==> src/rtl/wb_stage_pkg.sv <==
// Shared RV32I definitions used by the write-back stage and its load formatter.
package wb_stage_pkg;

    localparam int DATA_WIDTH     = 32;
    localparam int REG_ADDR_WIDTH = 5;

    typedef enum logic [2:0] {
        LB  = 3'b000,
        LH  = 3'b001,
        LW  = 3'b010,
        LBU = 3'b100,
        LHU = 3'b101
    } load_funct3_e;

    typedef enum logic {
        IDLE      = 1'b0,
        WAIT_LOAD = 1'b1
    } wb_state_e;

endpackage

==> src/rtl/wb_stage_load_formatter.sv <==
// Aligns a raw word-aligned read and sign/zero-extends it according to the
// load funct3. Unknown funct3 encodings produce zero and raise illegal_o.
module wb_stage_load_formatter
    import wb_stage_pkg::*;
(
    input  logic [2:0]            funct3_i,
    input  logic [1:0]            addr_lo_i,
    input  logic [DATA_WIDTH-1:0] raw_i,
    output logic [DATA_WIDTH-1:0] data_o,
    output logic                  illegal_o
);

    logic [7:0]  byte_v;
    logic [15:0] half_v;

    // Lane select then extension; addr_lo_i[0] is deliberately ignored for halfwords.
    always_comb begin
        byte_v    = raw_i[{addr_lo_i, 3'b000} +: 8];
        half_v    = addr_lo_i[1] ? raw_i[31:16] : raw_i[15:0];
        data_o    = '0;
        illegal_o = 1'b0;
        case (funct3_i)
            LB:      data_o = {{(DATA_WIDTH-8){byte_v[7]}}, byte_v};
            LBU:     data_o = {{(DATA_WIDTH-8){1'b0}}, byte_v};
            LH:      data_o = {{(DATA_WIDTH-16){half_v[15]}}, half_v};
            LHU:     data_o = {{(DATA_WIDTH-16){1'b0}}, half_v};
            LW:      data_o = raw_i;
            default: illegal_o = 1'b1;
        endcase
    end

endmodule

==> src/rtl/wb_stage.sv <==
// RV32I write-back stage: retires ALU results directly, waits for the
// data-memory response on loads, and drives the register-file write port.
module wb_stage
    import wb_stage_pkg::*;
(
    input  logic                      clk,
    input  logic                      rst_n,
    input  logic                      in_valid,
    output logic                      in_ready,
    input  logic [REG_ADDR_WIDTH-1:0] in_rd_addr,
    input  logic [DATA_WIDTH-1:0]     in_result,
    input  logic                      in_reg_write,
    input  logic                      in_is_load,
    input  logic [2:0]                in_load_funct3,
    input  logic [1:0]                in_addr_lo,
    input  logic                      dmem_rvalid,
    input  logic [DATA_WIDTH-1:0]     dmem_rdata,
    output logic                      rf_write_en,
    output logic [REG_ADDR_WIDTH-1:0] rf_rd_addr,
    output logic [DATA_WIDTH-1:0]     rf_rd_data,
    output logic                      pending_valid,
    output logic [REG_ADDR_WIDTH-1:0] pending_rd,
    output logic                      wb_err
);

    wb_state_e                 state_q;
    logic [REG_ADDR_WIDTH-1:0] rd_q;
    logic [2:0]                funct3_q;
    logic [1:0]                addr_lo_q;
    logic                      reg_write_q;
    logic                      rf_write_en_q;
    logic [REG_ADDR_WIDTH-1:0] rf_rd_addr_q;
    logic [DATA_WIDTH-1:0]     rf_rd_data_q;
    logic                      wb_err_q;
    logic [DATA_WIDTH-1:0]     fmt_data;
    logic                      fmt_illegal;

    wb_stage_load_formatter u_fmt (
        .funct3_i  (funct3_q),
        .addr_lo_i (addr_lo_q),
        .raw_i     (dmem_rdata),
        .data_o    (fmt_data),
        .illegal_o (fmt_illegal)
    );

    // Handshake FSM with registered write port; write enable is a one-cycle pulse.
    always_ff @(posedge clk) begin
        if (!rst_n) begin
            state_q       <= IDLE;
            rd_q          <= '0;
            funct3_q      <= '0;
            addr_lo_q     <= '0;
            reg_write_q   <= 1'b0;
            rf_write_en_q <= 1'b0;
            rf_rd_addr_q  <= '0;
            rf_rd_data_q  <= '0;
            wb_err_q      <= 1'b0;
        end else begin
            rf_write_en_q <= 1'b0;
            case (state_q)
                IDLE: begin
                    // A response with no load outstanding is a protocol error.
                    if (dmem_rvalid) begin
                        wb_err_q <= 1'b1;
                    end
                    if (in_valid) begin
                        if (in_is_load) begin
                            rd_q        <= in_rd_addr;
                            funct3_q    <= in_load_funct3;
                            addr_lo_q   <= in_addr_lo;
                            reg_write_q <= in_reg_write;
                            state_q     <= WAIT_LOAD;
                        end else if (in_reg_write && (in_rd_addr != '0)) begin
                            rf_write_en_q <= 1'b1;
                            rf_rd_addr_q  <= in_rd_addr;
                            rf_rd_data_q  <= in_result;
                        end
                    end
                end
                WAIT_LOAD: begin
                    if (dmem_rvalid) begin
                        if (fmt_illegal) begin
                            wb_err_q <= 1'b1;
                        end
                        if (reg_write_q && (rd_q != '0)) begin
                            rf_write_en_q <= 1'b1;
                            rf_rd_addr_q  <= rd_q;
                            rf_rd_data_q  <= fmt_data;
                        end
                        state_q <= IDLE;
                    end
                end
                default: state_q <= IDLE;
            endcase
        end
    end

    assign in_ready      = (state_q == IDLE);
    assign pending_valid = (state_q == WAIT_LOAD);
    assign pending_rd    = pending_valid ? rd_q : '0;
    assign rf_write_en   = rf_write_en_q;
    assign rf_rd_addr    = rf_rd_addr_q;
    assign rf_rd_data    = rf_rd_data_q;
    assign wb_err        = wb_err_q;

endmodule

==> config.mk <==
export PLATFORM = sky130hd
export DESIGN_NAME = wb_stage
export DESIGN_NICKNAME = d
export VERILOG_FILES = /design/src/rtl/wb_stage_pkg.sv /design/src/rtl/wb_stage_load_formatter.sv /design/src/rtl/wb_stage.sv
export SDC_FILE = /design/constraint.sdc
export NUM_CORES = 1
export LEC_CHECK = 0
export CORE_MARGIN = 2
export CORE_UTILIZATION = 38
export DETAILED_ROUTE_END_ITERATION = 8
export PLACE_DENSITY = 0.77
export SLEW_MARGIN = 25
export SYNTH_ARGS = -nofsm -noshare
export SYNTH_HDL_FRONTEND = slang
export SYNTH_SLANG_ARGS = --single-unit
==> constraint.sdc <==
create_clock -name clk -period 1.8 [get_ports clk]
set_clock_uncertainty 0.2 [all_clocks]
set_input_delay 0.18 -clock clk [delete_from_list [all_inputs] [get_ports clk]]
set_output_delay 0.18 -clock clk [all_outputs]
set_load 0.01 [all_outputs]
# Word level (Yosys, flattened, before mapping)
# Cells that the tools add are included.
# totals
reg_bits	51
in_bits	80
output_inout_bits	46
word_cells	60
# classes
n_eq_ne	11
n_shift	1
n_mux	29
bitwise_logic	1
reduce_logical	9
# op_table
cell	count
2-to-1 mux 32 bit	5
one-hot mux 32 bit (5 select lines)	1
one-hot mux 32 bit (2 select lines)	1
indexed part select 32 x 6 -> 8 bit	1
2-to-1 mux 5 bit	6
2-to-1 mux 16 bit	1
2-to-1 mux 1 bit	11
one-hot mux 5 bit (2 select lines)	1
nonzero test 5 bit	2
inequality test 2 bit, second input constant	4
== test 3 bit, second input constant	2
inequality test 2 x 1 -> 1 bit, second input constant	3
one-hot mux 1 bit (2 select lines)	3
AND reduction 3 bit	2
AND reduction 5 bit	1
OR reduction 5 bit	1
== test 3 x 1 -> 1 bit, second input constant	1
== test 3 x 2 -> 1 bit, second input constant	1
zero test 3 bit	1
logical AND 1 bit	2
inverter 1 bit	1

# Longest topological paths before layout
# Gate-level depths: netlist (run 1).
# depth
depth_word	6
ltp_mapped	6
mapped_depth_nobuf	5

# By module
# Synthesis (run 1) repeated with hierarchy kept, for this count alone.
# unflattened
cells_unflattened	382
hier_area_um2	3434.5
# by_module_without_submodules
module	n_inst	cells_per_inst	area_per_inst_um2	seq_area_each_um2
wb_stage	1	260	2464.9	1021.0
wb_stage_load_formatter	1	122	969.7	0.0

# Least setup slack after synthesis (run 1)
# No wires, ideal clock.
# synth_timing
path_type	reg2reg
startpoint	register rd_q[4]
endpoint	register rf_rd_data_q[19], in the netlist rf_rd_data[19]
setup_ns	0.119
arrival_time_ns	1.661
t_required_ns	1.481
path_slack_ns	-0.180
path_stages_with_launch	6
path_buffers	1
period_less_slack_ns	1.980
path_cell_list	dfxtp_1 or4_1 o2111ai_2 nand2_2 buf_2 o221a_2
# synth_via
elab_chain_len	4
# synth_rtl
element	line	rtl
from (decl)	wb_stage.sv:27	logic [REG_ADDR_WIDTH-1:0] rd_q;
from (signal assigned)	wb_stage.sv:68	rd_q <= in_rd_addr;
nonzero test 5 bit	wb_stage.sv:85	if (reg_write_q && (rd_q != '0)) begin
logical AND 1 bit	wb_stage.sv:85	
inequality test 2 x 1 -> 1 bit (no source line)	n/a	
AND reduction 5 bit (no source line)	n/a	
to (signal assigned)	wb_stage.sv:76	rf_rd_data_q <= in_result;
to (signal assigned)	wb_stage.sv:88	rf_rd_data_q <= fmt_data;
to (decl)	wb_stage.sv:33	logic [DATA_WIDTH-1:0] rf_rd_data_q;
# No other way between the ends.
# A chain may end at the register's enable or synchronous reset.

# Worst setup path after layout (run 1)
# layout_timing
startpoint	register rd_q[4]
endpoint	register rf_rd_data_q[24], in the netlist rf_rd_data[24]
# The elaborated chain is that of the path after synthesis.

==> report_table.html, run 1 <==
<table>
<tr><th>Metric</th><th>Value</th></tr>
<tr><th colspan="2">Finish</th></tr>
<tr><td>Most frequent cells in the layout</td><td>sky130_fd_sc_hd__clkdlybuf4s50_1, sky130_fd_sc_hd__dfxtp_1, sky130_fd_sc_hd__nand2_1, sky130_fd_sc_hd__buf_4, sky130_fd_sc_hd__o21ai_0</td></tr>
<tr><td>Share of post-route cells with drive strength above 1</td><td>17.9%</td></tr>
<tr><td>Net total in the final layout</td><td>553</td></tr>
<tr><td>Antenna diode count</td><td>0</td></tr>
<tr><td>Fillcell total</td><td>~630</td></tr>
<tr><td>Synth-to-layout area growth</td><td>65.6%</td></tr>
<tr><td>Utilization after layout</td><td>a little under two thirds</td></tr>
<tr><td>Non-Filler Instances</td><td>around 570</td></tr>
<tr><td>Leading cell type in the layout, fill and taps excluded</td><td>sky130_fd_sc_hd__clkdlybuf4s50_1</td></tr>
<tr><th colspan="2">Place</th></tr>
<tr><td>Setup WS pre-CTS</td><td>-0.420 ns</td></tr>
<tr><td>Number of buffers inserted by port buffering</td><td>around 130</td></tr>
<tr><td>Half-perimeter wire length after detailed placement</td><td>6.92 mm</td></tr>
<tr><td>Placed cell count</td><td>about 560</td></tr>
<tr><td>Final weighted congestion of routability-driven global placement</td><td>around 0.84</td></tr>
<tr><th colspan="2">Detailed routing</th></tr>
<tr><td>Number of optimization iterations in the first detailed-route pass</td><td>5</td></tr>
<tr><td>Wire length per cell</td><td>16.1 µm</td></tr>
<tr><td>Detailed Route WL</td><td>approximately 9.2 mm</td></tr>
<tr><td>DRT antenna net count</td><td>0</td></tr>
<tr><td>First DRT Iteration DRCs</td><td>168</td></tr>
<tr><td>Overall via count from detail_route</td><td>a little over 3000</td></tr>
<tr><td># DRC</td><td>0</td></tr>
<tr><td>Number of vias per cell after detailed routing</td><td>around 5.4</td></tr>
<tr><th colspan="2">Timing</th></tr>
<tr><td>Slew Limit Headroom</td><td>about four fifths</td></tr>
<tr><td>RSZ-0062 raised after global routing</td><td>yes</td></tr>
<tr><td>Fmax</td><td>509 MHz</td></tr>
<tr><td>Part of the cycle the worst path needs</td><td>109%</td></tr>
<tr><td>Worst-Margin Slew</td><td>between 0.2 and 0.3 ns</td></tr>
<tr><td>Count of final max-slew check failures</td><td>0</td></tr>
<tr><td>Final setup viols</td><td>38</td></tr>
<tr><td>Fin. Hold Viols</td><td>0</td></tr>
<tr><td>Minimum setup slack in the final design</td><td>-0.166 ns</td></tr>
<tr><td>Minimum clock period</td><td>approximately 2.0 ns</td></tr>
<tr><th colspan="2">Power</th></tr>
<tr><td>Cell leakage power</td><td>0.00190 µW</td></tr>
<tr><td>Design Power</td><td>between 2000 and 3000 µW</td></tr>
<tr><td>Switching share of total power</td><td>around 28%</td></tr>
<tr><td>Combinational group share of total power</td><td>28.3%</td></tr>
<tr><td>Cell-internal power</td><td>between 1500 and 2000 µW</td></tr>
<tr><td>Peak VDD IR</td><td>0.430 mV</td></tr>
<tr><td>Switching pwr</td><td>roughly 760 µW</td></tr>
<tr><td>Cell Pwr Density</td><td>slightly below 600 nW/µm²</td></tr>
<tr><td>Register share of total power</td><td>between 40% and 50%</td></tr>
<tr><td>Clk pwr share</td><td>a little over a quarter</td></tr>
<tr><th colspan="2">Setup path</th></tr>
<tr><td>Crit-path cells</td><td>or4_4 &gt; o2111ai_4 &gt; nand2_4 &gt; buf_12 &gt; o221a_2</td></tr>
<tr><td>Crit Reg-Reg Startpoint</td><td>rd_q[4]$_SDFFE_PN0P_</td></tr>
<tr><td>Reg2Reg Capture Point</td><td>rf_rd_data[24]$_SDFFE_PN0P_</td></tr>
<tr><td>Biggest cell delay along the critical path</td><td>0.54 ns</td></tr>
<tr><td>Capturing element type of the critical path</td><td>register</td></tr>
<tr><td>Setup CP Type</td><td>reg -&gt; reg</td></tr>
<tr><td>Worst setup SP type</td><td>register</td></tr>
<tr><td>Depth of the worst register-to-register path</td><td>5</td></tr>
<tr><td>Number of buffer and inverter stages on the critical path</td><td>1</td></tr>
<tr><td>Worst Path Arrival</td><td>between 1.5 and 2 ns</td></tr>
<tr><td>Crit path max fanout</td><td>34</td></tr>
<tr><td>Worst reg2reg setup slack</td><td>-0.17 ns</td></tr>
<tr><td>CP delay by family, top</td><td>simple AND/OR/NAND/NOR gates</td></tr>
<tr><td>Required time reported for the critical path endpoint</td><td>roughly 1.8 ns</td></tr>
<tr><td>Max stage delay cell, worst path</td><td>sky130_fd_sc_hd__or4_4</td></tr>
<tr><th colspan="2">Hold path</th></tr>
<tr><td>Capture endpoint of the worst hold path</td><td>rf_rd_data[1]$_SDFFE_PN0P_</td></tr>
<tr><td>Count of cells along the worst hold path</td><td>3</td></tr>
<tr><td>Startpoint of the tightest hold check path</td><td>in_result[1]</td></tr>
<tr><td>Hold WC Path Type</td><td>in -&gt; reg</td></tr>
<tr><th colspan="2">Clocking</th></tr>
<tr><td>Clock Tree Root</td><td>sky130_fd_sc_hd__clkbuf_8</td></tr>
<tr><td>Clock-pin slew reported for the worst setup and hold paths after clock tree synthesis</td><td>roughly 0.1 ns</td></tr>
<tr><td>Clock tree from TritonCTS</td><td>yes</td></tr>
<tr><td>Hold buffers post-CTS</td><td>0</td></tr>
<tr><td>H-tree levels</td><td>2</td></tr>
<tr><td>Later-pin clock latency in the skew report</td><td>roughly 0.31 ns</td></tr>
<tr><td>Sinks on Clock Net</td><td>51</td></tr>
<tr><td>CTS buffer count</td><td>5</td></tr>
<tr><td>Maximum buffer depth of the clock tree</td><td>2</td></tr>
<tr><th colspan="2">Synthesis</th></tr>
<tr><td>Cells after synthesis</td><td>about 330</td></tr>
<tr><td>Post-synthesis cell type with the largest combined area</td><td>sky130_fd_sc_hd__dfxtp_1</td></tr>
<tr><td>Number of warning messages in the yosys log</td><td>0</td></tr>
<tr><td>Count of flip-flops with a built-in enable after synthesis</td><td>0</td></tr>
<tr><td>FF+latch count, synth</td><td>51</td></tr>
<tr><td>Syn avg cell area</td><td>around 8.5 µm²</td></tr>
<tr><td>Cell area after synthesis</td><td>2760 µm²</td></tr>
<tr><td>Sequential element share of the synthesized area</td><td>between 30% and 40%</td></tr>
<tr><td>Most frequently used flop master after synthesis</td><td>sky130_fd_sc_hd__dfxtp_1</td></tr>
<tr><td>Post-synthesis net count</td><td>between 400 and 500</td></tr>
<tr><td>Synth unique cells</td><td>37</td></tr>
<tr><td>Share of Yosys cell area claimed by the top area cell type</td><td>a little under two fifths</td></tr>
<tr><td>Share of synthesized flip-flops with an asynchronous set or reset</td><td>0%</td></tr>
<tr><td>Dominant cells by area after synthesis</td><td>sky130_fd_sc_hd__dfxtp_1, sky130_fd_sc_hd__o21ai_0, sky130_fd_sc_hd__mux2i_1</td></tr>
<tr><th colspan="2">Global route</th></tr>
<tr><td>Antenna violations before repair</td><td>0</td></tr>
<tr><td>Global Route met2 Usage</td><td>about two fifths</td></tr>
<tr><td>Busiest metal layer after global routing</td><td>met2</td></tr>
<tr><td>Largest net degree at the start of global routing</td><td>40</td></tr>
<tr><td>Met3 Track Usage GR</td><td>between 7 and 8%</td></tr>
<tr><td>Vias in the first global route</td><td>~3000</td></tr>
<tr><td>GR Util All Layers</td><td>22.2%</td></tr>
<tr><td>Met1 layer usage reported by global route</td><td>roughly a quarter</td></tr>
<tr><td>Global-route wire length before repair</td><td>between 10 and 15 mm</td></tr>
<tr><td>Global route overflow</td><td>0</td></tr>
<tr><th colspan="2">Job</th></tr>
<tr><td>Max-cap viol count</td><td>0</td></tr>
<tr><th colspan="2">Floorplan</th></tr>
<tr><td>Vertical die dimension</td><td>around 90 µm</td></tr>
<tr><td>Number of placement rows</td><td>31</td></tr>
<tr><td>Die Outline Area</td><td>7950 µm²</td></tr>
<tr><td>Count of pins on the block boundary</td><td>between 100 and 150</td></tr>
<tr><td>Initial core utilization</td><td>38.6%</td></tr>
<tr><td>CORE AREA</td><td>approximately 7000 µm²</td></tr>
<tr><td>Die Span X</td><td>89.2 µm</td></tr>
<tr><th colspan="2">Outcome</th></tr>
<tr><td>Violated checks</td><td>negative setup slack</td></tr>
<tr><td>Status</td><td>complete, but fails checks</td></tr>
</table>
-- repair_timing --
item                                    CTS  global route
setup buffers                             1             1
endpoints found under the setup margin   44            38
gates resized for setup                  16            13
pin swaps                                 1             2
cloned                                    0             0
-- power by group through the flow --
stage	clock [µW]	sequential (µW)	combinational, µW
final	711	1230	767
after global routing	760	1240	820
after CTS	720	1230	754
after detailed placement	0	1250	746
after global placement	0	1250	734
after floorplan	0	1270	293
-- stage by stage --
stage,hold WS [ns],setup TNS [ns],instance area [µm²]
floorplan,0.143,-4.49,2810
global placement,0.282,-13.69,4400
detailed placement,0.287,-14.18,4400
CTS,0.236,-4.04,4500
global route,0.252,-6.47,4560
finish,0.234,-4.65,4560
-- metal layers --
layer / routed length (µm) / vias to the layer above
met5: 0 / -
met4: 147 / 0
met3: 919 / 17
met2: 4410 / 140
met1: 3730 / 1449
li1: - / 1481
-- synthesized netlist by cell type (4+ instances only) --
cell / instances
sky130_fd_sc_hd__a21oi_1: 18
sky130_fd_sc_hd__a221o_1: 5
sky130_fd_sc_hd__a221oi_1: 4
sky130_fd_sc_hd__a31oi_1: 12
sky130_fd_sc_hd__and2_1: 8
sky130_fd_sc_hd__buf_2: 4
sky130_fd_sc_hd__clkbuf_1: 21
sky130_fd_sc_hd__dfxtp_1: 51
sky130_fd_sc_hd__inv_1: 22
sky130_fd_sc_hd__mux2i_1: 23
sky130_fd_sc_hd__nand2_1: 39
sky130_fd_sc_hd__nor2_1: 4
sky130_fd_sc_hd__nor2b_1: 12
sky130_fd_sc_hd__nor3_1: 4
sky130_fd_sc_hd__o211a_1: 8
sky130_fd_sc_hd__o21ai_0: 47
sky130_fd_sc_hd__o221a_1: 4
sky130_fd_sc_hd__o221a_2: 12
sky130_fd_sc_hd__o221ai_1: 7
-- cell type report --
class	instances	area (µm²)	share of cell area [%]
Clock inverter	1	8.76	0.192
Sequential cell	51	1020	22.4
Tap cell	99	124	2.72
Multi-Input combinational cell	225	1600	35.0
Timing Repair Buffer	168	1640	35.9
Clock buffer	7	86.3	1.89
Inverter	22	86.3	1.89
-- kinds of logic after synthesis --
kind of cell / share of synthesized area (%)
AOI/OAI and AO/OA: 31.0
and+or+nand+nor: 14.8
DFF: 37.1
buffers and inverters: 7.54
muxes: 9.58
-- registers in the layout (all words and copies together), names as in the netlist --
signal / count
rd_q: 5
rf_rd_addr: 5
wb_err: 1
addr_lo_q: 2
rf_rd_data: 32
reg_write_q: 1
pending_valid: 1
funct3_q: 3
rf_write_en: 1
-- worst max path at each step --
stage / slack [ns] / cells past startpoint / startpoint / end
floorplan: -0.14 / 5 / rd_q[4]$_SDFFE_PN0P_ / rf_rd_data[19]$_SDFFE_PN0P_
global placement: -0.40 / 6 / in_rd_addr[0] / rf_rd_data[24]$_SDFFE_PN0P_
global route: -0.21 / 5 / rd_q[4]$_SDFFE_PN0P_ / rf_rd_data[27]$_SDFFE_PN0P_
detailed placement: -0.42 / 6 / in_rd_addr[0] / rf_rd_data[17]$_SDFFE_PN0P_
CTS: -0.16 / 5 / rd_q[4]$_SDFFE_PN0P_ / rf_rd_data[17]$_SDFFE_PN0P_
finish: -0.17 / 5 / rd_q[4]$_SDFFE_PN0P_ / rf_rd_data[24]$_SDFFE_PN0P_
-- worst reg2reg max path, stage by stage (launching register included) --
cell	delay (ns)
sky130_fd_sc_hd__dfxtp_2	0.33
sky130_fd_sc_hd__or4_4	0.54
sky130_fd_sc_hd__o2111ai_4	0.24
sky130_fd_sc_hd__nand2_4	0.11
sky130_fd_sc_hd__buf_12	0.18
sky130_fd_sc_hd__o221a_2	0.28
Note: power is estimated with default switching activity, not from simulation.
==> inputs of run 2 (changes only) <==
==> constraint.sdc (replaced) <==
create_clock -name clk -period 1.8 [get_ports clk]
set_clock_uncertainty 0.2 [all_clocks]
set_input_delay 0.45 -clock clk [delete_from_list [all_inputs] [get_ports clk]]
set_output_delay 0.45 -clock clk [all_outputs]
set_load 0.01 [all_outputs]
==> run 2 against run 1 <==
Against the previous run:
- the flow still finishes with violations (negative setup slack)
- via count is 2.1% higher
- combinational power is 5.2% higher
- global-route usage is 2.2 points higher
- highest routed layer unchanged
- largest cell class unchanged
- non-clock buffer count is 7 higher
- die area stayed put
- first-iteration DRC count is 11% lower
==> report_table.html, run 2 (synthesized netlist as in run 1, its figures left out) <==
<table>
<tr><th>Metric</th><th>Value</th></tr>
<tr><th colspan="2">Outcome</th></tr>
<tr><td>Status</td><td>complete, but fails checks</td></tr>
<tr><td>Violated checks</td><td>negative setup slack</td></tr>
<tr><th colspan="2">Power</th></tr>
<tr><td>Register share of total power</td><td>between 40% and 50%</td></tr>
<tr><td>Peak VDD IR</td><td>0.587 mV</td></tr>
<tr><td>Cell-internal power</td><td>around 1900 µW</td></tr>
<tr><td>Switching share of total power</td><td>28.6%</td></tr>
<tr><td>Cell Pwr Density</td><td>573 nW/µm²</td></tr>
<tr><td>Switching pwr</td><td>~770 µW</td></tr>
<tr><td>Design Power</td><td>2690 µW</td></tr>
<tr><td>Cell leakage power</td><td>~0.0022 µW</td></tr>
<tr><td>Combinational group share of total power</td><td>approximately 30%</td></tr>
<tr><td>Clk pwr share</td><td>between 20% and 30%</td></tr>
<tr><th colspan="2">Global route</th></tr>
<tr><td>Antenna violations before repair</td><td>0</td></tr>
<tr><td>Global-route wire length before repair</td><td>about 15 mm</td></tr>
<tr><td>Vias in the first global route</td><td>3095</td></tr>
<tr><td>GR Util All Layers</td><td>24.4%</td></tr>
<tr><td>Largest net degree at the start of global routing</td><td>52</td></tr>
<tr><td>Global route overflow</td><td>0</td></tr>
<tr><th colspan="2">Hold path</th></tr>
<tr><td>Count of cells along the worst hold path</td><td>2</td></tr>
<tr><td>Hold WC Path Type</td><td>reg -&gt; reg</td></tr>
<tr><th colspan="2">Setup path</th></tr>
<tr><td>Crit-path cells</td><td>or4_4 &gt; o2111ai_4 &gt; nand2_8 &gt; buf_16 &gt; o21ai_0 &gt; o221a_4</td></tr>
<tr><td>Crit path max fanout</td><td>12</td></tr>
<tr><td>Required time reported for the critical path endpoint</td><td>roughly 1.9 ns</td></tr>
<tr><td>Number of stages on the worst setup path</td><td>6</td></tr>
<tr><td>Number of buffer and inverter stages on the critical path</td><td>1</td></tr>
<tr><td>Worst Path Arrival</td><td>around 2.1 ns</td></tr>
<tr><td>Biggest cell delay along the critical path</td><td>between 0.5 and 0.6 ns</td></tr>
<tr><td>CP delay by family, top</td><td>simple AND/OR/NAND/NOR gates</td></tr>
<tr><td>Capturing element type of the critical path</td><td>register</td></tr>
<tr><td>Max stage delay cell, worst path</td><td>sky130_fd_sc_hd__or4_4</td></tr>
<tr><td>Worst setup SP type</td><td>register</td></tr>
<tr><td>Depth of the worst register-to-register path</td><td>6</td></tr>
<tr><td>Setup CP Type</td><td>reg -&gt; reg</td></tr>
<tr><th colspan="2">Detailed routing</th></tr>
<tr><td>Detailed Route WL</td><td>9.89 mm</td></tr>
<tr><td>Overall via count from detail_route</td><td>3151</td></tr>
<tr><td>First DRT Iteration DRCs</td><td>149</td></tr>
<tr><td>Wire length per cell</td><td>roughly 17 µm</td></tr>
<tr><td>Number of optimization iterations in the first detailed-route pass</td><td>5</td></tr>
<tr><td># DRC</td><td>0</td></tr>
<tr><td>Number of vias per cell after detailed routing</td><td>roughly 5.4</td></tr>
<tr><td>DRT antenna net count</td><td>0</td></tr>
<tr><th colspan="2">Timing</th></tr>
<tr><td>Minimum clock period</td><td>~2 ns</td></tr>
<tr><td>Final sum of negative setup slack</td><td>-7.34 ns</td></tr>
<tr><td>Count of final max-slew check failures</td><td>0</td></tr>
<tr><td>Part of the cycle the worst path needs</td><td>114%</td></tr>
<tr><td>Fmax</td><td>~490 MHz</td></tr>
<tr><td>Worst-Margin Slew</td><td>around 0.36 ns</td></tr>
<tr><td>Final setup viols</td><td>38</td></tr>
<tr><td>RSZ-0062 raised after global routing</td><td>yes</td></tr>
<tr><td>Slew Limit Headroom</td><td>75.4%</td></tr>
<tr><td>Fin. Hold Viols</td><td>0</td></tr>
<tr><td>Worst hold slack after final layout</td><td>approximately 0.28 ns</td></tr>
<tr><td>Minimum setup slack in the final design</td><td>-0.250 ns</td></tr>
<tr><th colspan="2">Finish</th></tr>
<tr><td>Leading cell type in the layout, fill and taps excluded</td><td>sky130_fd_sc_hd__clkdlybuf4s50_1</td></tr>
<tr><td>Net total in the final layout</td><td>560</td></tr>
<tr><td>Synth-to-layout area growth</td><td>70.4%</td></tr>
<tr><td>Fillcell total</td><td>629</td></tr>
<tr><td>Most frequent cells in the layout</td><td>sky130_fd_sc_hd__clkdlybuf4s50_1, sky130_fd_sc_hd__dlygate4sd2_1, sky130_fd_sc_hd__dfxtp_1, sky130_fd_sc_hd__nand2_1, sky130_fd_sc_hd__buf_4</td></tr>
<tr><td>Non-Filler Instances</td><td>580</td></tr>
<tr><td>Share of post-route cells with drive strength above 1</td><td>22.5%</td></tr>
<tr><td>Flip-flop count of the largest register after layout</td><td>32</td></tr>
<tr><td>Antenna diode count</td><td>0</td></tr>
<tr><th colspan="2">Floorplan</th></tr>
<tr><td>Count of pins on the block boundary</td><td>~130</td></tr>
<tr><td>Initial core utilization</td><td>38.6%</td></tr>
<tr><td>Die Span X</td><td>about 89 µm</td></tr>
<tr><td>Die Outline Area</td><td>slightly below 8000 µm²</td></tr>
<tr><td>Vertical die dimension</td><td>89.2 µm</td></tr>
<tr><td>Number of placement rows</td><td>31</td></tr>
<tr><td>CORE AREA</td><td>just over 7000 µm²</td></tr>
<tr><th colspan="2">Clocking</th></tr>
<tr><td>Clock Tree Root</td><td>sky130_fd_sc_hd__clkbuf_8</td></tr>
<tr><td>CTS buffer count</td><td>5</td></tr>
<tr><td>Later-pin clock latency in the skew report</td><td>between 0.3 and 0.4 ns</td></tr>
<tr><td>Clock tree from TritonCTS</td><td>yes</td></tr>
<tr><td>Sinks on Clock Net</td><td>51</td></tr>
<tr><td>Maximum buffer depth of the clock tree</td><td>2</td></tr>
<tr><td>Hold buffers post-CTS</td><td>0</td></tr>
<tr><td>Clock-pin slew reported for the worst setup and hold paths after clock tree synthesis</td><td>~0.10 ns</td></tr>
<tr><td>H-tree levels</td><td>2</td></tr>
<tr><th colspan="2">Job</th></tr>
<tr><td>Max-cap viol count</td><td>0</td></tr>
<tr><th colspan="2">Place</th></tr>
<tr><td>Number of buffers inserted by port buffering</td><td>around 130</td></tr>
<tr><td>Placed cell count</td><td>around 560</td></tr>
<tr><td>Final weighted congestion of routability-driven global placement</td><td>roughly 0.84</td></tr>
<tr><td>Half-perimeter wire length after detailed placement</td><td>about 7 mm</td></tr>
</table>
## run 2: cell count changes in the layout (fill, tap and decap cells not counted), sizes merged
cell           previous run  this run
inv                      21        22
bufbuf                    0         1
clkdlybuf4s50           119        68
buf                      43        54
clkbuf                    7         8
dlygate4sd2               6        50
## run 2: final timing paths
check,start,end,slack [ns]
min reg2reg,rf_rd_data[7]$_SDFFE_PN0P_,rf_rd_data[7]$_SDFFE_PN0P_,0.28
max,rd_q[4]$_SDFFE_PN0P_,rf_rd_data[31]$_SDFFE_PN0P_,-0.25
max reg2reg,rd_q[4]$_SDFFE_PN0P_,rf_rd_data[31]$_SDFFE_PN0P_,-0.25
min,rf_rd_data[7]$_SDFFE_PN0P_,rf_rd_data[7]$_SDFFE_PN0P_,0.28
## run 2: layer usage
layer / GRT usage, % / wire [µm] / share of wire, % / vias up
met4: 8.68 / 239 / 2.4 / 0
li1: - / - / - / 1503
met1: 31.2 / 4090 / 41 / 1469
met2: 39.4 / 4670 / 47 / 158
met5: 0 / 0 / 0 / -
met3: 6.74 / 895 / 9.0 / 21
## run 2: worst reg2reg max path: stages (launching register included)
cell and delay, ns:
sky130_fd_sc_hd__dfxtp_2 0.33, sky130_fd_sc_hd__or4_4 0.54, sky130_fd_sc_hd__o2111ai_4 0.29, sky130_fd_sc_hd__nand2_8 0.15, sky130_fd_sc_hd__buf_16 0.18, sky130_fd_sc_hd__o21ai_0 0.11, sky130_fd_sc_hd__o221a_4 0.21
## run 2: per-stage QoR
stage,setup slack [ns],util [%],cell area [µm²]
after floorplan,-0.221,-,2800
after global placement,-0.659,61.5,4390
after detailed placement,-0.695,61.5,4390
after CTS,-0.229,65.1,4650
after global routing,-0.287,65.8,4700
final,-0.250,65.8,4700
## run 2: what timing repair did
item                                    CTS  global route
setup buffers                             3             2
resized for setup                       109            20
cloned                                    4             0
pin swaps                                 6             0
endpoints found under the setup margin   84            43
## run 2: final cells by class
class / instances / area, µm² / area share, %
Clock buffer: 6 / 72.6 / 1.55
Clock inverter: 2 / 12.5 / 0.266
Inverter: 22 / 82.6 / 1.76
Multi-Input combinational cell: 225 / 1680 / 35.7
Sequential cell: 51 / 1030 / 21.9
Tap cell: 99 / 124 / 2.64
Timing Repair Buffer: 175 / 1700 / 36.2
## run 2: power by group through the flow
stage / Sequential [µW] / Clock [µW] / Combinational (µW)
after global placement: 1250 / 0 / 729
after global routing: 1240 / 705 / 863
after CTS: 1230 / 661 / 782
final: 1230 / 654 / 807
after detailed placement: 1260 / 0 / 741
after floorplan: 1270 / 0 / 290
